<file path="config.mk">
export PLATFORM = sky130hd
export DESIGN_NAME = spi_slave_driver
export DESIGN_NICKNAME = d
export VERILOG_FILES = /design/src/rtl/spi_slave_driver.sv
export SDC_FILE = /design/constraint.sdc
export NUM_CORES = 1
export LEC_CHECK = 0
export CAP_MARGIN = 25
export CORE_ASPECT_RATIO = 0.9
export CORE_UTILIZATION = 31
export DETAILED_ROUTE_END_ITERATION = 12
export GPL_ROUTABILITY_DRIVEN = 0
export PLACE_DENSITY = 0.52
export SLEW_MARGIN = 5
export SYNTH_ARGS = -nofsm -noshare
export SYNTH_HDL_FRONTEND = slang
export SYNTH_SLANG_ARGS = --single-unit
</file>
<file path="constraint.sdc">
create_clock -name sys_clk -period 4.8 [get_ports sys_clk]
set_clock_uncertainty 0.2 [all_clocks]
set_input_delay 0.48 -clock sys_clk [delete_from_list [all_inputs] [get_ports sys_clk]]
set_output_delay 0.48 -clock sys_clk [all_outputs]
set_load 0.02 [all_outputs]
</file>
<file path="src/rtl/spi_slave_driver.sv">
// SPI mode-0 responder: receives one NUM_DATA_BITS word on MOSI and returns the
// preloaded miso_data word on MISO for each slave-select window.
module spi_slave_driver #(
   parameter bit SS_ACTIVE_LOW = 1'b1,
   parameter bit LSB_FIRST     = 1'b0,
   parameter int NUM_DATA_BITS = 16,
   parameter int SYNC_STAGES   = 2
) (
   input  logic                     sys_clk,
   input  logic                     rst,
   input  logic                     ss_in,
   input  logic                     sclk_in,
   input  logic                     mosi_in,
   output logic                     miso_out,
   output logic                     miso_oe,
   input  logic [NUM_DATA_BITS-1:0] miso_data,
   output logic [NUM_DATA_BITS-1:0] mosi_data,
   output logic                     mosi_new_data,
   output logic                     busy
);

   localparam int   CW     = $clog2(NUM_DATA_BITS + 1);
   localparam logic SS_IDL = SS_ACTIVE_LOW;

   typedef enum logic [1:0] {IDLE, SHIFT, DONE} state_t;

   logic [SYNC_STAGES-1:0]   ss_sync_q, sclk_sync_q, mosi_sync_q;
   logic                     ss_hist_q, sclk_hist_q;
   logic                     ss_act, ss_act_prev, ss_on, ss_off;
   logic                     sclk_s, sclk_rise, sclk_fall, mosi_s;
   state_t                   state_q, state_d;
   logic [NUM_DATA_BITS-1:0] tx_q, tx_d, rx_q, rx_d, mdata_q, mdata_d;
   logic [CW-1:0]            cnt_q, cnt_d;
   logic                     miso_q, miso_d, new_q, new_d;

   function automatic logic out_bit(input logic [NUM_DATA_BITS-1:0] w);
      return LSB_FIRST ? w[0] : w[NUM_DATA_BITS-1];
   endfunction

   function automatic logic [NUM_DATA_BITS-1:0] advance(input logic [NUM_DATA_BITS-1:0] w);
      return LSB_FIRST ? (w >> 1) : (w << 1);
   endfunction

   function automatic logic [NUM_DATA_BITS-1:0] shift_in(input logic [NUM_DATA_BITS-1:0] r,
                                                         input logic b);
      if (LSB_FIRST) return {b, r[NUM_DATA_BITS-1:1]};
      return {r[NUM_DATA_BITS-2:0], b};
   endfunction

   // Equal-depth synchronizers keep MOSI aligned with the SCLK edge that samples it.
   always_ff @(posedge sys_clk or posedge rst) begin
      if (rst) begin
         ss_sync_q   <= {SYNC_STAGES{SS_IDL}};
         sclk_sync_q <= '0;
         mosi_sync_q <= '0;
         ss_hist_q   <= SS_IDL;
         sclk_hist_q <= 1'b0;
      end else begin
         ss_sync_q   <= {ss_sync_q[SYNC_STAGES-2:0], ss_in};
         sclk_sync_q <= {sclk_sync_q[SYNC_STAGES-2:0], sclk_in};
         mosi_sync_q <= {mosi_sync_q[SYNC_STAGES-2:0], mosi_in};
         ss_hist_q   <= ss_sync_q[SYNC_STAGES-1];
         sclk_hist_q <= sclk_sync_q[SYNC_STAGES-1];
      end
   end

   assign ss_act      = ss_sync_q[SYNC_STAGES-1] ^ SS_ACTIVE_LOW;
   assign ss_act_prev = ss_hist_q ^ SS_ACTIVE_LOW;
   assign ss_on       = ss_act & ~ss_act_prev;
   assign ss_off      = ~ss_act & ss_act_prev;
   assign sclk_s      = sclk_sync_q[SYNC_STAGES-1];
   assign sclk_rise   = sclk_s & ~sclk_hist_q;
   assign sclk_fall   = ~sclk_s & sclk_hist_q;
   assign mosi_s      = mosi_sync_q[SYNC_STAGES-1];

   always_comb begin
      state_d = state_q;
      tx_d    = tx_q;
      rx_d    = rx_q;
      cnt_d   = cnt_q;
      miso_d  = miso_q;
      mdata_d = mdata_q;
      new_d   = 1'b0;
      case (state_q)
         IDLE: begin
            if (ss_on) begin
               tx_d    = miso_data;
               miso_d  = out_bit(miso_data);
               cnt_d   = '0;
               rx_d    = '0;
               state_d = SHIFT;
            end
         end
         SHIFT: begin
            // SS edges win over a coincident SCLK edge.
            if (ss_off) begin
               miso_d  = 1'b1;
               state_d = IDLE;
            end else if (sclk_rise) begin
               rx_d  = shift_in(rx_q, mosi_s);
               cnt_d = cnt_q + 1'b1;
               if (cnt_q == CW'(NUM_DATA_BITS - 1)) begin
                  mdata_d = rx_d;
                  new_d   = 1'b1;
                  state_d = DONE;
               end
            end else if (sclk_fall && cnt_q != '0) begin
               tx_d   = advance(tx_q);
               miso_d = out_bit(advance(tx_q));
            end
         end
         DONE: begin
            if (ss_off) begin
               miso_d  = 1'b1;
               state_d = IDLE;
            end
         end
         default: state_d = IDLE;
      endcase
   end

   always_ff @(posedge sys_clk or posedge rst) begin
      if (rst) begin
         state_q <= IDLE;
         tx_q    <= '0;
         rx_q    <= '0;
         cnt_q   <= '0;
         miso_q  <= 1'b1;
         mdata_q <= '0;
         new_q   <= 1'b0;
      end else begin
         state_q <= state_d;
         tx_q    <= tx_d;
         rx_q    <= rx_d;
         cnt_q   <= cnt_d;
         miso_q  <= miso_d;
         mdata_q <= mdata_d;
         new_q   <= new_d;
      end
   end

   assign miso_out      = miso_q;
   assign miso_oe       = (state_q != IDLE);
   assign busy          = (state_q != IDLE);
   assign mosi_data     = mdata_q;
   assign mosi_new_data = new_q;

endmodule

</file>
======== After elaboration in Yosys (flattened, before gate mapping) ========
Index checks and enable logic that the tools add are counted.
storage, ports and cells
  bits in registers ....................... 63
  output and inout port bits .............. 20
  bits in writable memories ............... 0
  memories ................................ 0
  latch bits .............................. 0
  input port bits ......................... 21
  memory bits (read-only) ................. 0
  word-level logic and storage cells ...... 75
operators by class
  shift-type cells ........................ 0
  bitwise operators ....................... 9
  multiplexer cells ....................... 29
  multiply operators ...................... 0
  add/sub/neg operators ................... 1
  reductions and logical operators ........ 11
  equality and inequality tests ........... 13
  div/mod/pow operators ................... 0
  $lt $le $gt $ge ......................... 0
operators by type and width
  kind                                                                   number
  15-bit two-way mux                                                     7
  15-bit case mux with 2 select lines                                    2
  5-bit two-way mux                                                      3
  2-bit != test, second input constant                                   6
  3-bit != test, second input constant                                   4
  4-bit AND reduction                                                    3
  2-bit two-way mux                                                      5
  5-bit case mux with 2 select lines                                     1
  5-bit AND reduction                                                    2
  1-bit two-way mux                                                      9
  2-bit case mux with 3 select lines                                     1
  5-bit by 1-bit adder with 5-bit output, second input constant          1
  5-bit by 4-bit equality test with 1-bit output, second input constant  1
  1-bit inverter                                                         5
  5-bit nonzero test                                                     1
  1-bit AND                                                              4
  2-bit nonzero test                                                     2
  1-bit case mux with 3 select lines                                     1
  3-bit nonzero test                                                     1
  2-bit by 1-bit equality test with 1-bit output, second input constant  1
  2-bit equality test, second input constant                             1
  2-bit logical NOT                                                      1
  1-bit logical AND                                                      1

======== Logic depth before layout (Yosys ltp) ========
  depth after elaboration ................. 7
  mapped depth ............................ 9
  gate-level depth less buffers ........... 6

======== Worst setup path before layout ========
No wires, ideal clock.
  path type ............................... flip-flop to flip-flop
  from .................................... reg cnt_q[0]
  to ...................................... reg mdata_q[10] (netlist: mosi_data[10])
  setup time .............................. 125 ps
  cell stages (with the launch flop) ...... 8
  arrival ................................. 1,803 ps
  required time ........................... 4,475 ps
  buffers on the path ..................... 1
  path slack .............................. 2,673 ps
  period minus slack after synthesis ...... 2,127 ps
  cells stage by stage .................... dfrtp_1 -> ha_1 -> and3_1 -> ha_1 -> and2_1 -> nand3_2 -> buf_2 -> mux2_2
between the ends
  word-level cells in the longest chain between the ends .. 2
ends and longest elaborated chain
  item                                            RTL line  text
  from (decl)                                     33        logic [CW-1:0] cnt_q, cnt_d;
  from (signal assigned)                          135       cnt_q <= cnt_d;
  5-bit by 4-bit equality test with 1-bit output  102       if (cnt_q == CW'(NUM_DATA_BITS - 1)) begin
  4-bit AND reduction (no line)                   --
  to (signal assigned)                            137       mdata_q <= mdata_d;
  to (decl)                                       32        logic [NUM_DATA_BITS-1:0] tx_q, tx_d, rx_q, rx_d, mdata_q, mdata_d;
No other way between the ends.
A chain may end at the register's enable or synchronous reset.

======== Worst setup path after layout ========
  from .................................... reg state_q[0]
  to ...................................... out miso_oe
between the ends
  word-level cells in the longest chain between the ends .. 1
ends and longest elaborated chain
  item                    RTL line  text
  from (decl)             31        state_t state_q, state_d;
  from (signal assigned)  132       state_q <= state_d;
  2-bit nonzero test      143       assign miso_oe = (state_q != IDLE);
  to (decl)               15        output logic miso_oe,
No other way between the ends.

==> metrics.md <==
| Metric | Value |
|---|---|
| Class of the worst hold path | reg2reg |
| Crit share post-route | 56.65% |
| Flop pwr share | 39.2% |
| Relative slew slack | 54.25% |
| Post-synth EDFFs | 0 |
| Clock Sinks | 63 |
| CP cell instances | inv_1, ha_1, inv_1, clkdlybuf4s50_1 |
| Initial DRC Count | 83 |
| Unrepaired setup endpoints after global routing | false |
| Critical Path AT | 2040 ps |
| Switching power | 0.5236 mW |
| Lkg Pwr | 1.577 nW |
| Slew Viols, Final | 0 |
| Yosys reg bits | 63 |
| Worst-Skew Late Latency | 340 ps |
| Final hold vios | 0 |
| First-pass GRT wire length | 8.818 mm |
| Final Total Pwr | ~1.8 mW |
| Critical path class | reg2out |
| Total GRT Usage | 12.37% |
| # hold bufs at CTS | 0 |
| Synth async-reset ratio | 100.0% |
| Worst-path clk slew | 70 ps |
| Clock share of power | approximately 31% |
| Nature of the critical path endpoint | output pin |
| Sum of negative setup slack | 0 ps |
| Crit path max-delay family | buffers and inverters |
| Utilization after layout | 40.97% |
| Tmin final | 2719 ps |
| DR vias | 1,688 |
| Root cell of the clock tree | clkbuf_8 |
| # IOs | 41 |
| Die area | roughly 0.0095 mm² |
| Via density | 4.501 |
| Crit path largest cell delay | 690 ps |
| Commonest non-fill, non-tap cell in the layout | dfrtp_1 |
| Share of cells above drive strength 1 | 26.17% |
| Crit path max fanout | 8 |
| Syn nets | 236 |
| Post-Syn Instances | 208 |
| Area Overhead vs Synth | 25.90% |
| Commonest non-fill, non-tap cells in the layout | dfrtp_1, clkdlybuf4s50_1, mux2_2 |
| Primary FF master, synth | dfrtp_1 |
| # H-tree levels | 3 |
| HP Start | sclk_sync_q[0]$_DFF_PP0_ |
| Num CTS Buffers | 9 |
| DP Wirelength | 3.329 mm |
| CTS tree | done |
| Sw Share | 29.10% |
| Post-synthesis sequential area ratio | between 50% and 60% |
| Worst vdd ir | 0.1593 mV |
| Port Buf Inserts | 40 |
| Netlist cell types | 39 |
| Nets@finish | 279 |
| Die H | roughly 93 µm |
| Synth Warn # | 0 |
| Top cell by count, worst path | inv_1 |
| Chip width | 102.9 µm |
| Critical Path Source | state_q[0]$_DFFE_PP0P_ |
| Slowest CP cell | clkdlybuf4s50_1 |
| Initial antenna violation count | 0 |
| Internal power | 1.276 mW |
| Outcome | finished, final reports clean |
| CTS resizes | 0 |
| Diodes inserted | 0 |
| Number of global-route vias before repair | 1,704 |
| Routed Antenna Nets | 0 |
| Clock Tree Buf Depth | 2 |
| Drt wl/cell | 13.86 µm |
| Overflow after GRT | 0 |
| Router iterations before antenna repair | 4 |
| Max frequency | 367.8 MHz |
| Row count | 32 |
| Crit path launch type | flop |
| Pwr dens | 503.2 mW/mm² |
| WL final | about 5.2 mm |
| Core area | 0.008728 mm² |
| Avg Cell Area, Syn | 13.65 µm² |
| CP required | slightly above 4000 ps |
| Largest net degree at the start of global routing | 39 |
| R2R Path Start | state_q[1]$_DFFE_PP0P_ |
| Mapped Area | 0.002840 mm² |
| Storage cell area | 0.001582 mm² |
| Area after DPL | 0.003329 mm² |
| Area of the multi-input gates | about 0.0011 mm² |
| Fill cells | 856 |
| Setup repair bufs after CTS | 0 |
| Starting density of the core | about a third |
| Setup violations, final | 0 |
| Finished Cell Area | 0.003576 mm² |
| Worst slew pin tran | 686.2 ps |
| WP buf/inv | 3 |
| Hold slack | 151.8 ps |
| Combinational share of power | between 20% and 30% |
| Max_cap viols | 0 |
| Drt drc | 0 |
metrics by stage:
step                std cells  setup slack [ps]
floorplan                 208              2557
global placement          359              2261
detailed placement        359              2219
CTS                       375              2070
global route              375              1983
finish                    375              2081
registers in the layout (all words and copies together) (netlist names), 2 cells and up:
signal,flops
ss_sync_q,2
state_q,2
rx_q,15
mosi_sync_q,2
sclk_sync_q,2
mosi_data,16
tx_q,15
cnt_q,5
routing by layer:
| layer | vias to the layer above | routed length (µm) | track usage, % |
|---|---|---|---|
| li1 | 833 | - | - |
| met1 | 808 | 2768 | 18.04 |
| met2 | 40 | 2079 | 16.17 |
| met3 | 7 | 292 | 5.358 |
| met4 | 0 | 59 | 3.873 |
| met5 | - | 0 | 0 |
cells in the mapped netlist, types with 2 or more instances:
master,number,area share [%]
a21oi_1,4,0.70
a22o_1,15,4.6
and2_1,3,0.66
buf_2,3,0.53
buf_6,4,1.6
clkbuf_1,2,0.26
dfrtp_1,59,52
dfstp_2,4,3.7
ha_1,7,3.1
inv_1,11,1.5
mux2_1,10,4.0
mux2_2,37,15
nand2_1,6,0.79
nand2b_1,4,0.88
nand3_1,7,1.2
nand3b_1,2,0.53
nor2_1,2,0.26
nor2b_1,2,0.44
o211ai_1,2,0.53
o21ai_0,4,0.70
o21ai_1,2,0.35
cells by family (layout without fill, tap and decap cells):
logic type               Yosys count  in the layout  share of synthesized area (%)
AO/OA/AOI/OAI                     36             36                          10.66
adder cells (fa/ha/maj)            7              7                          3.084
buffers and inverters             21             69                          4.097
flip-flops                        63             63                          55.68
multiplexers                      48             48                          18.99
AND/OR/NAND/NOR                   33             33                          7.488
layout make-up:
cell class	instances	area share, %
Sequential cell	63	44.23
Timing Repair Buffer	42	11.62
Clock buffer	11	3.954
Clock inverter	5	2.939
Tap cell	119	4.164
Inverter	11	1.155
Multi-Input combinational cell	124	31.95
power by group through the flow:
| stage | registers, mW | clock network (mW) | logic [mW] |
|---|---|---|---|
| after global routing | 0.720 | 0.607 | 0.591 |
| after CTS | 0.706 | 0.585 | 0.540 |
| final | 0.705 | 0.563 | 0.531 |
| after global placement | 0.715 | 0 | 0.532 |
| after floorplan | 0.701 | 0 | 0.450 |
| after detailed placement | 0.717 | 0 | 0.537 |
worst paths after layout:
check                                           end  slack, ps  cells after the start
max in group asynchronous  mosi_data[2]$_DFFE_PP0P_       3170                      3
min in group asynchronous   mosi_new_data$_DFF_PP0_        310                      2
setup / recovery                            miso_oe       2080                      4
hold reg to reg            sclk_sync_q[1]$_DFF_PP0_        150                      0
setup reg to reg               cnt_q[0]$_DFFE_PP0P_       2220                      7
hold / removal             sclk_sync_q[1]$_DFF_PP0_        150                      0
(Power assumes the default switching activity.)
